File: src/rtl/cmd_frame_pkg.sv
// cmd_frame_pkg: shared FSM encoding, field indices and default CRC settings for cmd_frame_rx
package cmd_frame_pkg;
  typedef enum logic [1:0] {IDLE, SHIFT, DONE} state_t;
  localparam int IDX_CMD = 0;
  localparam int IDX_ARG1 = 1;
  localparam int IDX_ARG2 = 2;
  localparam logic [7:0] CRC8_POLY_DEF = 8'h07;
  localparam logic [7:0] CRC8_INIT_DEF = 8'h00;
  localparam logic [15:0] CRC16_POLY_DEF = 16'h1021;
  localparam logic [15:0] CRC16_INIT_DEF = 16'hFFFF;
endpackage

File: src/rtl/crc_bitserial.sv
// crc_bitserial: MSB-first bit-serial CRC register; clk/rst_n, init reloads INIT, en shifts bit_in in, crc is the running value
module crc_bitserial #(
  parameter int WIDTH = 8,
  parameter logic [WIDTH-1:0] POLY = '0,
  parameter logic [WIDTH-1:0] INIT = '0
) (
  input  logic             clk,
  input  logic             rst_n,
  input  logic             init,
  input  logic             en,
  input  logic             bit_in,
  output logic [WIDTH-1:0] crc
);
  always_ff @(posedge clk or negedge rst_n)
    if (!rst_n) crc <= INIT;
    else if (init) crc <= INIT;
    else if (en) crc <= {crc[WIDTH-2:0], 1'b0} ^ ((crc[WIDTH-1] ^ bit_in) ? POLY : '0);
endmodule

File: src/rtl/cmd_frame_rx.sv
// cmd_frame_rx: command frame assembler; byte_valid/byte_in/byte_ready stream in, cmd_reset/crc_reset/cmd_en/crc_en controls, byte_finished/frame_finished pulses, cmd/arg1/arg2 fields, checksum_crc8/checksum_crc16 out; CMD_FRAME_RX_TIMEOUT_EN adds timeout_pulse
module cmd_frame_rx import cmd_frame_pkg::*; #(
  parameter int FRAME_LEN = 3,
  parameter logic [7:0] CRC8_POLY = CRC8_POLY_DEF,
  parameter logic [7:0] CRC8_INIT = CRC8_INIT_DEF,
  parameter logic [15:0] CRC16_POLY = CRC16_POLY_DEF,
  parameter logic [15:0] CRC16_INIT = CRC16_INIT_DEF
`ifdef CMD_FRAME_RX_TIMEOUT_EN
  , parameter int TIMEOUT_CYCLES = 1024
`endif
) (
  input  logic        clk,
  input  logic        rst_n,
  input  logic        byte_valid,
  input  logic [7:0]  byte_in,
  output logic        byte_ready,
  input  logic        cmd_reset,
  input  logic        crc_reset,
  input  logic        cmd_en,
  input  logic        crc_en,
  output logic        byte_finished,
  output logic        frame_finished,
  output logic [7:0]  cmd,
  output logic [7:0]  arg1,
  output logic [7:0]  arg2,
  output logic [7:0]  checksum_crc8,
  output logic [15:0] checksum_crc16
`ifdef CMD_FRAME_RX_TIMEOUT_EN
  , output logic      timeout_pulse
`endif
);
  localparam int IW = $clog2(FRAME_LEN);
  localparam logic [IW-1:0] LAST = IW'(FRAME_LEN - 1);
  state_t state, state_d;
  logic [7:0] sh;
  logic [2:0] bit_cnt;
  logic ce_q, re_q, accept, timeout, crc_init, crc_step;
  logic [IW-1:0] idx;
  assign byte_ready = rst_n && state == IDLE && !cmd_reset && !crc_reset;
  assign accept = byte_valid && byte_ready;
  assign crc_init = crc_reset || timeout;
  assign crc_step = state == SHIFT && re_q && !cmd_reset;
  always_ff @(posedge clk or negedge rst_n)
    if (!rst_n) state <= IDLE;
    else state <= state_d;
  always_comb begin
    state_d = state;
    byte_finished = 1'b0;
    frame_finished = 1'b0;
    unique case (state)
      IDLE: state_d = accept ? SHIFT : IDLE;
      SHIFT: state_d = (cmd_reset || crc_reset) ? IDLE : (bit_cnt == 3'd7 ? DONE : SHIFT);
      DONE: begin
        state_d = IDLE;
        byte_finished = !cmd_reset;
        frame_finished = !cmd_reset && ce_q && idx == LAST;
      end
      default: state_d = IDLE;
    endcase
  end
  always_ff @(posedge clk or negedge rst_n)
    if (!rst_n) begin
      sh <= '0;
      bit_cnt <= '0;
      ce_q <= 1'b0;
      re_q <= 1'b0;
      idx <= '0;
      cmd <= '0;
      arg1 <= '0;
      arg2 <= '0;
    end else begin
      if (accept) begin
        sh <= byte_in;
        bit_cnt <= '0;
        ce_q <= cmd_en;
        re_q <= crc_en;
      end else if (state == SHIFT) begin
        sh <= {sh[6:0], 1'b0};
        bit_cnt <= bit_cnt + 3'd1;
      end
      if (cmd_reset) begin
        idx <= '0;
        cmd <= '0;
        arg1 <= '0;
        arg2 <= '0;
      end else if (timeout) idx <= '0;
      else if (accept && cmd_en) begin
        cmd <= idx == IW'(IDX_CMD) ? byte_in : cmd;
        arg1 <= idx == IW'(IDX_ARG1) ? byte_in : arg1;
        arg2 <= idx == IW'(IDX_ARG2) ? byte_in : arg2;
      end else if (byte_finished && ce_q) idx <= idx == LAST ? '0 : idx + 1'b1;
    end
`ifdef CMD_FRAME_RX_TIMEOUT_EN
  localparam int TW = $clog2(TIMEOUT_CYCLES + 1);
  logic [TW-1:0] to_cnt;
  logic counting;
  // only idle time inside a partially received frame counts toward the timeout
  assign counting = state == IDLE && idx != '0 && !accept && !cmd_reset;
  assign timeout = counting && to_cnt == TW'(TIMEOUT_CYCLES - 1);
  assign timeout_pulse = timeout;
  always_ff @(posedge clk or negedge rst_n)
    if (!rst_n) to_cnt <= '0;
    else to_cnt <= (!counting || timeout) ? '0 : to_cnt + 1'b1;
`else
  assign timeout = 1'b0;
`endif
  crc_bitserial #(.WIDTH(8), .POLY(CRC8_POLY), .INIT(CRC8_INIT)) u_crc8 (
    .clk(clk), .rst_n(rst_n), .init(crc_init), .en(crc_step), .bit_in(sh[7]), .crc(checksum_crc8)
  );
  crc_bitserial #(.WIDTH(16), .POLY(CRC16_POLY), .INIT(CRC16_INIT)) u_crc16 (
    .clk(clk), .rst_n(rst_n), .init(crc_init), .en(crc_step), .bit_in(sh[7]), .crc(checksum_crc16)
  );
endmodule

File: config.mk
export PLATFORM = sky130hd
export DESIGN_NAME = cmd_frame_rx
export DESIGN_NICKNAME = d
export VERILOG_FILES = /design/src/rtl/cmd_frame_pkg.sv /design/src/rtl/crc_bitserial.sv /design/src/rtl/cmd_frame_rx.sv
export SDC_FILE = /design/constraint.sdc
export NUM_CORES = 1
export LEC_CHECK = 0
export BUFFER_PORTS_ARGS = -buffer_cell sky130_fd_sc_hd__buf_2
export CORE_MARGIN = 1
export CORE_UTILIZATION = 30
export CTS_CLUSTER_DIAMETER = 80
export DETAILED_ROUTE_END_ITERATION = 7
export HOLD_SLACK_MARGIN = 0.05
export SLEW_MARGIN = 0
export SYNTH_ARGS = -nofsm -noshare
export SYNTH_HDL_FRONTEND = slang
export SYNTH_SLANG_ARGS = --single-unit
File: constraint.sdc
create_clock -name clk -period 3.2 [get_ports clk]
set_clock_uncertainty 0.15 [all_clocks]
set_input_delay 0.32 -clock clk [delete_from_list [all_inputs] [get_ports clk]]
set_output_delay 0.32 -clock clk [all_outputs]
set_load 0.02 [all_outputs]
# Word level (Yosys, flattened, before mapping)
# Index checks and enable logic that the tools add are counted.
dict set report classes {
  eq_ne 6
  mux 29
  n_reduce_logical 26
  n_addsub 2
  bitwise 4
}
# op count
set op_table {}
lappend op_table {{$mux W8} 13}
lappend op_table {{$mux W16} 2}
lappend op_table {{$xor A16 B16 Y16} 1}
lappend op_table {{$reduce_bool A2 Y1} 7}
lappend op_table {{$mux W13} 1}
lappend op_table {{$mux W2} 6}
lappend op_table {{$logic_and A1 B1 Y1} 10}
lappend op_table {{$mux W3} 3}
lappend op_table {{$reduce_and A2 Y1} 4}
lappend op_table {{$xor A8 B8 Y8} 1}
lappend op_table {{$eq A2 B1 Y1 const B} 2}
lappend op_table {{$eq A2 B2 Y1 const B} 2}
lappend op_table {{$logic_not A2 Y1} 2}
lappend op_table {{$pmux W2 S2} 1}
lappend op_table {{$add A3 B1 Y3 const B} 1}
lappend op_table {{$eq A3 B3 Y1 const B} 1}
lappend op_table {{$mux W1} 3}
lappend op_table {{$add A2 B1 Y2 const B} 1}
lappend op_table {{$logic_not A1 Y1} 2}
lappend op_table {{$ne A2 B2 Y1 const B} 1}
lappend op_table {{$xor A1 B1 Y1} 2}
lappend op_table {{$logic_or A1 B1 Y1} 1}
dict set report totals {
  word_cells 78
  register_bits 65
}

# Longest topological paths before layout
# Gate-level depths: netlist (run 1).
dict set report logic_depth {
  ltp_word 8
  ltp_mapped 5
  depth_no_buf 4
}

# By module
# A second synthesis (run 1) with hierarchy kept.
dict set report unflattened {
  hier_cells 251
  hier_area_um2 3037.9
}
# module cells_each seq_area_each_um2 instances area_per_inst_um2
set modules_own_cells {}
lappend modules_own_cells {cmd_frame_rx 163 1026.0 1 1924.3}
lappend modules_own_cells {{crc_bitserial (u_crc16)} 56 420.4 1 740.7}
lappend modules_own_cells {{crc_bitserial (u_crc8)} 32 200.2 1 372.9}

# Worst setup path after synthesis (run 1)
# Ideal clock, no wire load.
dict set report synth_timing {
  kind {register to register}
  start {reg state[0]}
  end {reg cmd[7]}
  t_arrival_ns 1.390
  setup_slack_ns 1.534
  setup_ns 0.125
  path_buffers 2
  path_stages_with_launch 6
  path_cell_list {dfrtp_1 -> and4b_1 -> buf_2 -> and3_4 -> buf_6 -> mux2_4}
}
dict set report synth_via {
  elab_chain_len 8
}
# element line
set synth_rtl {}
lappend synth_rtl {{start: declaration} cmd_frame_rx.sv:34} ;# state_t state, state_d;
lappend synth_rtl {{start signal: assignment} cmd_frame_rx.sv:45} ;# else state <= state_d;
lappend synth_rtl {{$logic_not A2 Y1} cmd_frame_rx.sv:39} ;# assign byte_ready = rst_n && state == IDLE && !cmd_reset && !crc_reset;
lappend synth_rtl {{$logic_and A1 B1 Y1 (3 in a row)} cmd_frame_rx.sv:39}
lappend synth_rtl {{$logic_and A1 B1 Y1} cmd_frame_rx.sv:40} ;# assign accept = byte_valid && byte_ready;
lappend synth_rtl {{$logic_and A1 B1 Y1} cmd_frame_rx.sv:87} ;# else if (accept && cmd_en) begin
lappend synth_rtl {{$reduce_bool A2 Y1 (no line)} n/a}
lappend synth_rtl {{$reduce_and A2 Y1 (no line)} n/a}
lappend synth_rtl {{end signal: assignment} cmd_frame_rx.sv:88} ;# cmd <= idx == IW'(IDX_CMD) ? byte_in : cmd;
lappend synth_rtl {{end: declaration} cmd_frame_rx.sv:23} ;# output logic [7:0] cmd,
# Every way passes these cells.
# A chain may end at the register's enable or synchronous reset.

# Worst setup path after layout (run 1)
dict set report layout_timing {
  start {reg state[1]}
  end {out byte_ready}
}
dict set report layout_via {
  elab_chain_len 4
}
# element line
set layout_rtl {}
lappend layout_rtl {{$logic_not A2 Y1} cmd_frame_rx.sv:39}
lappend layout_rtl {{$logic_and A1 B1 Y1 (3 in a row)} cmd_frame_rx.sv:39}
lappend layout_rtl {{end: declaration} cmd_frame_rx.sv:16} ;# output logic byte_ready,
# Every way passes these cells.

==> results.md, run 1 <==
* Iter 0 DRT Violations at 102
* Crit path cell chain: nor3_2 -> buf_4 -> and2_1 -> buf_2
* Sw frac at 0.256
* Final Hold Fails at 0
* Die area at slightly below 10000 µm²
* CTS Sinks at 65
* RSZ-0062 raised after global routing: false
* Critical-path maximum fanout at 10
* ANT nets after route at 0
* Internal cell power at 1310 µW
* Placer congestion estimate at ~0.75
* Clock share of power at 0.380
* Core Region at 9240 µm²
* CTS Buf Count at 9
* Mapped Area at about 2900 µm²
* Hold endpoint: re_q
* Hold WC Path Type: input port to register
* #FFs+latches synth at 65
* Finished Layout Cells at 429
* Clock transition at path regs at 0.06 ns
* Remaining DRCs at 0
* Critical path class: register to output port
* Wire per inst at 15.5 µm
* CTS max path bufs at 2
* Std-Cell Rows at 35
* Syn Area/Cell at between 10 and 15 µm²
* Seq/Total Area, Yosys at 0.575
* P per Cell Area at 508 nW/µm²
* Final critical-path share of the clock period at 0.628
* TritonRoute pass-1 iters at 4
* R2r endpoint: re_q
* Leakage power at between 0.0015 and 0.002 µW
* Register Area at 1650 µm²
* Root buf cell: clkbuf_8
* Total global routing overflow at 0
* Total I/O pin count at 66
* Ys flop type: dfrtp_1
* Syn-to-layout area delta at 21.3%
* Status: finished clean
* Vias in the first global route at between 2000 and 2500
* Die height at around 100 µm
* Hold path depth at 2
* Final setup violation count at 0
* Multi-input logic area at around 1100 µm²
* I/O Buffers at 65
* Worst-case reg-to-reg path depth at 4
* Post-cts hold buffer count at 0
* Worst path slowest cell: dfrtp_1
* Worst slew margin at 0.442
* Critical Path End Type: output port
* Final Slew Violations at 0
* Critical Path Max Stage Delay at around 0.44 ns
* Maximum vdd drop at ~0.15 mV
* Setup TNS at 0 ns
* Data required, critical path at between 2 and 3 ns
* First-pass GRT wire length at between 10000 and 15000 µm
* Overall routing resource usage at 0.141
* Largest net degree at the start of global routing at 66
* CTS tree: done
* Post-Place Cells at 413
* Sequential Power Share at 0.518
* Share of cells above drive strength 1 at 0.380
* Post-cts resize count at 0
* H-Tree Depth at 3
* Syn nets at about 250
* Initial antenna violation count at 0
* Vias/cell at 4.96
* Initial Util at 0.310
* Fill cells at around 930
* Final min period at ~2.0 ns
* Cells after synthesis at 230
* Critical Path Start Type: register
* Vias after detailed routing at 2127
* Chip width at 99.7 µm
* Drt total wl at ~6600 µm
* WP data arrival at 1.54 ns
* Hold Crit Start: crc_en
* Logic gate share of total power at 0.102
* Final Hold Slack at 0.0725 ns
* Post-CTS Setup Bufs at 0
* Fmax at 0.497 GHz
* Clk_lat worst skew at roughly 0.33 ns
* Synth Warn # at 0
* Number of enable flip-flop cells after synthesis at 0
* Max-cap viol count at 0
* Asr flop ratio synth at 1.00
* Nets at 312
* Diode count at 0
* Actual slew at the worst max-slew pin at roughly 0.84 ns
* R2R Setup Slk at 1.25 ns
* Reg-to-reg startpoint: state[1]
* DP HPWL at 4630 µm
* Yosys cell types at between 40 and 50
* P_sw at ~450 µW
==> routing by layer <==
| layer | routed length [µm] | track usage |
|---|---|---|
| met1 | 3070 | 0.190 |
| met2 | 3140 | 0.212 |
| met3 | 305 | 0.0379 |
| met4 | 125 | 0.0622 |
| met5 | 0 | 0 |
==> synthesized netlist by cell type (2+ instances only) <==
library cell	instances	area share
a22o_1	9	0.028
and3_1	2	0.0044
o21ai_0	8	0.014
buf_6	3	0.012
dfrtp_1	49	0.43
mux2_2	2	0.0079
a31o_2	6	0.018
nand3_1	3	0.0052
inv_1	3	0.0039
dfstp_2	16	0.15
nand2b_1	6	0.013
o311ai_0	7	0.021
a21oi_1	3	0.0052
mux2i_1	10	0.035
ha_1	2	0.0087
a2bb2oi_1	2	0.0061
nand4_1	2	0.0044
xor2_1	4	0.012
xnor2_1	3	0.0092
nor2b_1	8	0.017
nor4_1	6	0.013
a221o_1	7	0.024
and2_1	9	0.020
clkbuf_1	4	0.0052
a211o_1	2	0.0061
buf_2	7	0.012
o22a_1	12	0.037
nor2_1	5	0.0066
nand2_1	14	0.018
==> state kept, by name, summed over array words and instances, names as in the netlist <==
signal and flops:
state 2, cmd 8, ce_q 1, arg2 8
arg1 8, u_crc8.crc 8, bit_cnt 3, idx 2
u_crc16.crc 16, re_q 1, sh 8
==> power groups by stage <==
stage / clock network, µW / registers, µW / logic (µW)
4_1_cts: 694 / 914 / 181
2_1_floorplan: 0 / 921 / 122
5_1_grt: 725 / 920 / 204
3_3_place_gp: 0 / 928 / 177
3_5_place_dp: 0 / 928 / 181
6_report: 671 / 914 / 179
==> area by class of cell <==
class	count	area share
clock inverter	6	0.0166
timing repair buffer	68	0.100
inverter	3	0.00324
tap	129	0.0465
sequential	65	0.474
clock buffer	10	0.0368
multi-input combinational	148	0.323
==> cell usage in the layout, fill, tap and decap left out, types with 2 or more instances in the layout <==
cell type | netlist | routed
inv_4 | 0 | 2
o22a_1 | 12 | 12
dfrtp_1 | 49 | 49
and3_1 | 2 | 2
nor2_1 | 5 | 5
inv_1 | 3 | 3
and2_1 | 9 | 9
nor2b_1 | 8 | 8
a211o_1 | 2 | 2
buf_2 | 7 | 65
a22o_1 | 9 | 9
mux2_2 | 2 | 2
mux2i_1 | 10 | 10
xor2_1 | 4 | 4
nand2b_1 | 6 | 6
buf_4 | 0 | 3
nand4_1 | 2 | 2
a221o_1 | 7 | 7
nor4_1 | 6 | 6
a2bb2oi_1 | 2 | 2
clkinv_2 | 0 | 3
clkbuf_8 | 0 | 9
ha_1 | 2 | 2
dfstp_2 | 16 | 16
o21ai_0 | 8 | 8
a21oi_1 | 3 | 3
o311ai_0 | 7 | 7
xnor2_1 | 3 | 3
nand3_1 | 3 | 3
nand2_1 | 14 | 14
a31o_2 | 6 | 6
==> metrics by stage <==
step	setup WS, ns	area, µm²	util	total power (µW)
4_1_cts	1.18	3470	0.376	1790
2_1_floorplan	1.53	2860	-	1040
3_5_place_dp	1.13	3290	0.356	1110
6_report	1.19	3470	0.376	1760
5_1_grt	1.09	3470	0.376	1850
3_3_place_gp	1.17	3290	0.356	1100
==> worst max-delay path, delay by kind of cell, from the launching register on <==
kind	cells	cell delay, ns
flops	1	0.44
simple gates	2	0.39
buf+inv	2	0.38
==> kinds of logic (layout without fill, tap and decap cells) <==
| logic type | Yosys count | count (layout) | share of synthesized area |
|---|---|---|---|
| xor gates and xnor gates | 7 | 7 | 0.0214 |
| muxes | 13 | 13 | 0.0481 |
| DFF | 65 | 65 | 0.575 |
| and+or+nand+nor | 67 | 67 | 0.143 |
| adders and majority gates | 2 | 2 | 0.00874 |
| buffers and inverters | 17 | 87 | 0.0332 |
| AOI/OAI and AO/OA | 59 | 59 | 0.170 |
==> how the worst max path moves through the flow <==
| stage | startpoint | depth (start not counted) | slack (ns) | to |
|---|---|---|---|---|
| 2_1_floorplan | state[0] | 5 | 1.53 | cmd[7] |
| 5_1_grt | state[1] | 4 | 1.09 | byte_ready |
| 3_3_place_gp | cmd_reset | 5 | 1.17 | re_q |
| 3_5_place_dp | cmd_reset | 5 | 1.13 | re_q |
| 6_report | state[1] | 4 | 1.19 | byte_ready |
| 4_1_cts | state[1] | 4 | 1.18 | byte_ready |
Power figures use the tool's default switching activity.
==> inputs of run 2 (changes only) <==
==> constraint.sdc (replaced) <==
create_clock -name clk -period 1.8 [get_ports clk]
set_clock_uncertainty 0.15 [all_clocks]
set_input_delay 0.18 -clock clk [delete_from_list [all_inputs] [get_ports clk]]
set_output_delay 0.18 -clock clk [all_outputs]
set_load 0.02 [all_outputs]
==> run 2 against run 1 <==
Net effect: global-route usage up 0.29 points; routed wire length grew 2.5%; non-clock buffer count increased by 26; first-iteration DRC count is 2.9% higher; combinational power rose by 100%; flip-flop and latch count did not move; sequential power rose by 77%; worst hold slack improved by 0.044 ns; critical path depth stayed put; critical path type unchanged; largest cell class unchanged.
==> results.md, run 2 (same netlist as run 1, synthesis figures left out) <==
* H-Tree Depth at 3 (unchanged)
* Post-Place Cells at 422 (was 413)
* First-pass GRT wire length at 10900 µm (was 10700 µm)
* Clk_lat worst skew at 0.33 ns (about the same)
* Fmax at around 0.57 GHz
* Buf+Inv Stages, Crit Path at 2 (unchanged)
* Overall routing resource usage at 0.144 (was 0.141)
* Clock transition at path regs at 0.07 ns (was 0.06 ns)
* Met2 usage at 0.221 (was 0.212)
* TritonRoute pass-1 iters at 4 (unchanged)
* Die area at 9930 µm² (unchanged)
* Nets at 338 (was 312)
* Die height at 99.7 µm (unchanged)
* Syn-to-layout area delta at 30.0% (was 21.3%)
* I/O Buffers at 65 (unchanged)
* GR Layer Usage met1 at 0.193 (was 0.190)
* Iter 0 DRT Violations at 105 (was 102)
* GRT busiest layer: met2 (unchanged)
* Setup TNS at 0 ns (unchanged)
* Largest net degree at the start of global routing at 36 (was 66)
* Most frequent cells in the layout: 65 x buf_2, 47 x dfrtp_1, 16 x dfstp_2 (was 65 x buf_2, 49 x dfrtp_1, 16 x dfstp_2)
* Final setup violation count at 0 (unchanged)
* Chip width at 99.7 µm (unchanged)
* CTS Buf Count at 9 (unchanged)
* Final Hold Fails at 0 (unchanged)
* Worst path slowest cell: dfrtp_2 (was dfrtp_1)
* Max-cap viol count at 0 (unchanged)
* Critical Path Max Stage Delay at 0.44 ns (about the same)
* Hold WC Path Type: input port to register (unchanged)
* Total Power at 3200 µW (was 1760 µW)
* Wire per inst at 15.0 µm (was 15.5 µm)
* P per Cell Area at 861 nW/µm² (was 508 nW/µm²)
* Total global routing overflow at 0 (unchanged)
* Initial antenna violation count at 0 (unchanged)
* Commonest non-fill, non-tap cell in the layout: buf_2 (unchanged)
* Share of cells above drive strength 1 at 0.396 (was 0.380)
* Critical-path maximum fanout at 7 (was 10)
* Maximum vdd drop at 0.341 mV (was 0.148 mV)
* Placer congestion estimate at 0.747 (was 0.753)
* CTS Sinks at 65 (unchanged)
* Vias after detailed routing at 2137 (was 2127)
* Final critical-path share of the clock period at 0.979
* Remaining DRCs at 0 (unchanged)
* DP HPWL at 4820 µm (was 4630 µm)
* Root buf cell: clkbuf_8 (unchanged)
* Status: finished clean (unchanged)
* ANT nets after route at 0 (unchanged)
* Critical Path Start Type: register (unchanged)
* Std-Cell Rows at 35 (unchanged)
* Largest reg by FF count: u_crc16.crc (unchanged)
* Data required, critical path at 1.47 ns (was 2.73 ns)
* Finished Layout Cells at 455 (was 429)
* Diode count at 0 (unchanged)
* Actual slew at the worst max-slew pin at 0.551 ns (was 0.837 ns)
* Crit path cell chain: nor3_2 -> buf_4 -> and2_1 -> buf_2 (unchanged)
* Worst slew margin at 0.631 (was 0.442)
* Final min period at 1.76 ns
* Vias in the first global route at 2068 (was 2036)
* CP top delay family: flip-flops (unchanged)
* Max reg flops at 16 (unchanged)
* Vias/cell at 4.70 (was 4.96)
* RSZ-0062 raised after global routing: true (was false)
* WP data arrival at 1.43 ns (was 1.54 ns)
* GR Util met3 at 0.0295 (was 0.0379)
* Critical path class: register to output port (unchanged)
* CTS tree: done (unchanged)
* Layout Utilization at 0.403 (was 0.376)
* Core Region at 9240 µm² (unchanged)
* Initial Util at 0.310 (unchanged)
* Final Slew Violations at 0 (unchanged)
* CTS max path bufs at 2 (unchanged)
* Critical Path End Type: output port (unchanged)
* Drt total wl at 6810 µm (was 6640 µm)
* Total I/O pin count at 66 (unchanged)
* Leakage power at 0.00172 µW (was 0.00160 µW)
[run 2: final cells by class]
cell class,count,area (µm²)
repair buffers,94,581
flip-flops and latches,65,1650
inverters,3,11.3
multi-input cells,148,1120
well taps,129,161
fillers,903,5520
clock buffers,9,124
clock inverters,7,71.3
[run 2: tightest hold or removal path: cells and delay by family]
kind | cells | cell delay [ns]
compound gates | 1 | 0.05
buf+inv | 2 | 0.33
[run 2: metrics by stage]
step	setup slack (ns)	instance area, µm²	hold WS (ns)
2_1_floorplan	0.134	2860	-0.266
3_3_place_gp	0.159	3350	-0.124
3_5_place_dp	0.0304	3350	-0.120
4_1_cts	0.00466	3700	0.103
5_1_grt	-0.00544	3720	0.124
6_report	0.0378	3720	0.116
[run 2: metal layers]
layer	wire length, µm	vias to the layer above
li1	-	1045
met5	0	-
met4	154	0
met3	141	9
met1	3260	1055
met2	3250	28
[run 2: what timing repair did]
action,in CTS,in global routing
endpoints found under the setup margin,2,5
pin swaps,2,0
hold endpoints to repair,71,0
hold buffers,13,0
gates resized for setup,1,3
buffers inserted,2,2
[run 2: final timing paths]
kind,startpoint,end,slack [ns],cells past startpoint
setup / recovery,state[1],byte_ready,0.04,4
hold / removal,cmd_reset,arg2[7],0.12,3
setup reg to reg,state[1],arg2[6],0.09,3
hold reg to reg,ce_q,ce_q,0.36,1
max in group asynchronous,rst_n,arg1[7],0.60,3
min in group asynchronous,rst_n,ce_q,0.16,2
[run 2: power breakdown]
part           internal [µW]  switching, µW  total [µW]
clock network            636            585        1220
logic                    172            188         359
registers               1560           63.0        1620
total                   2370            836        3200
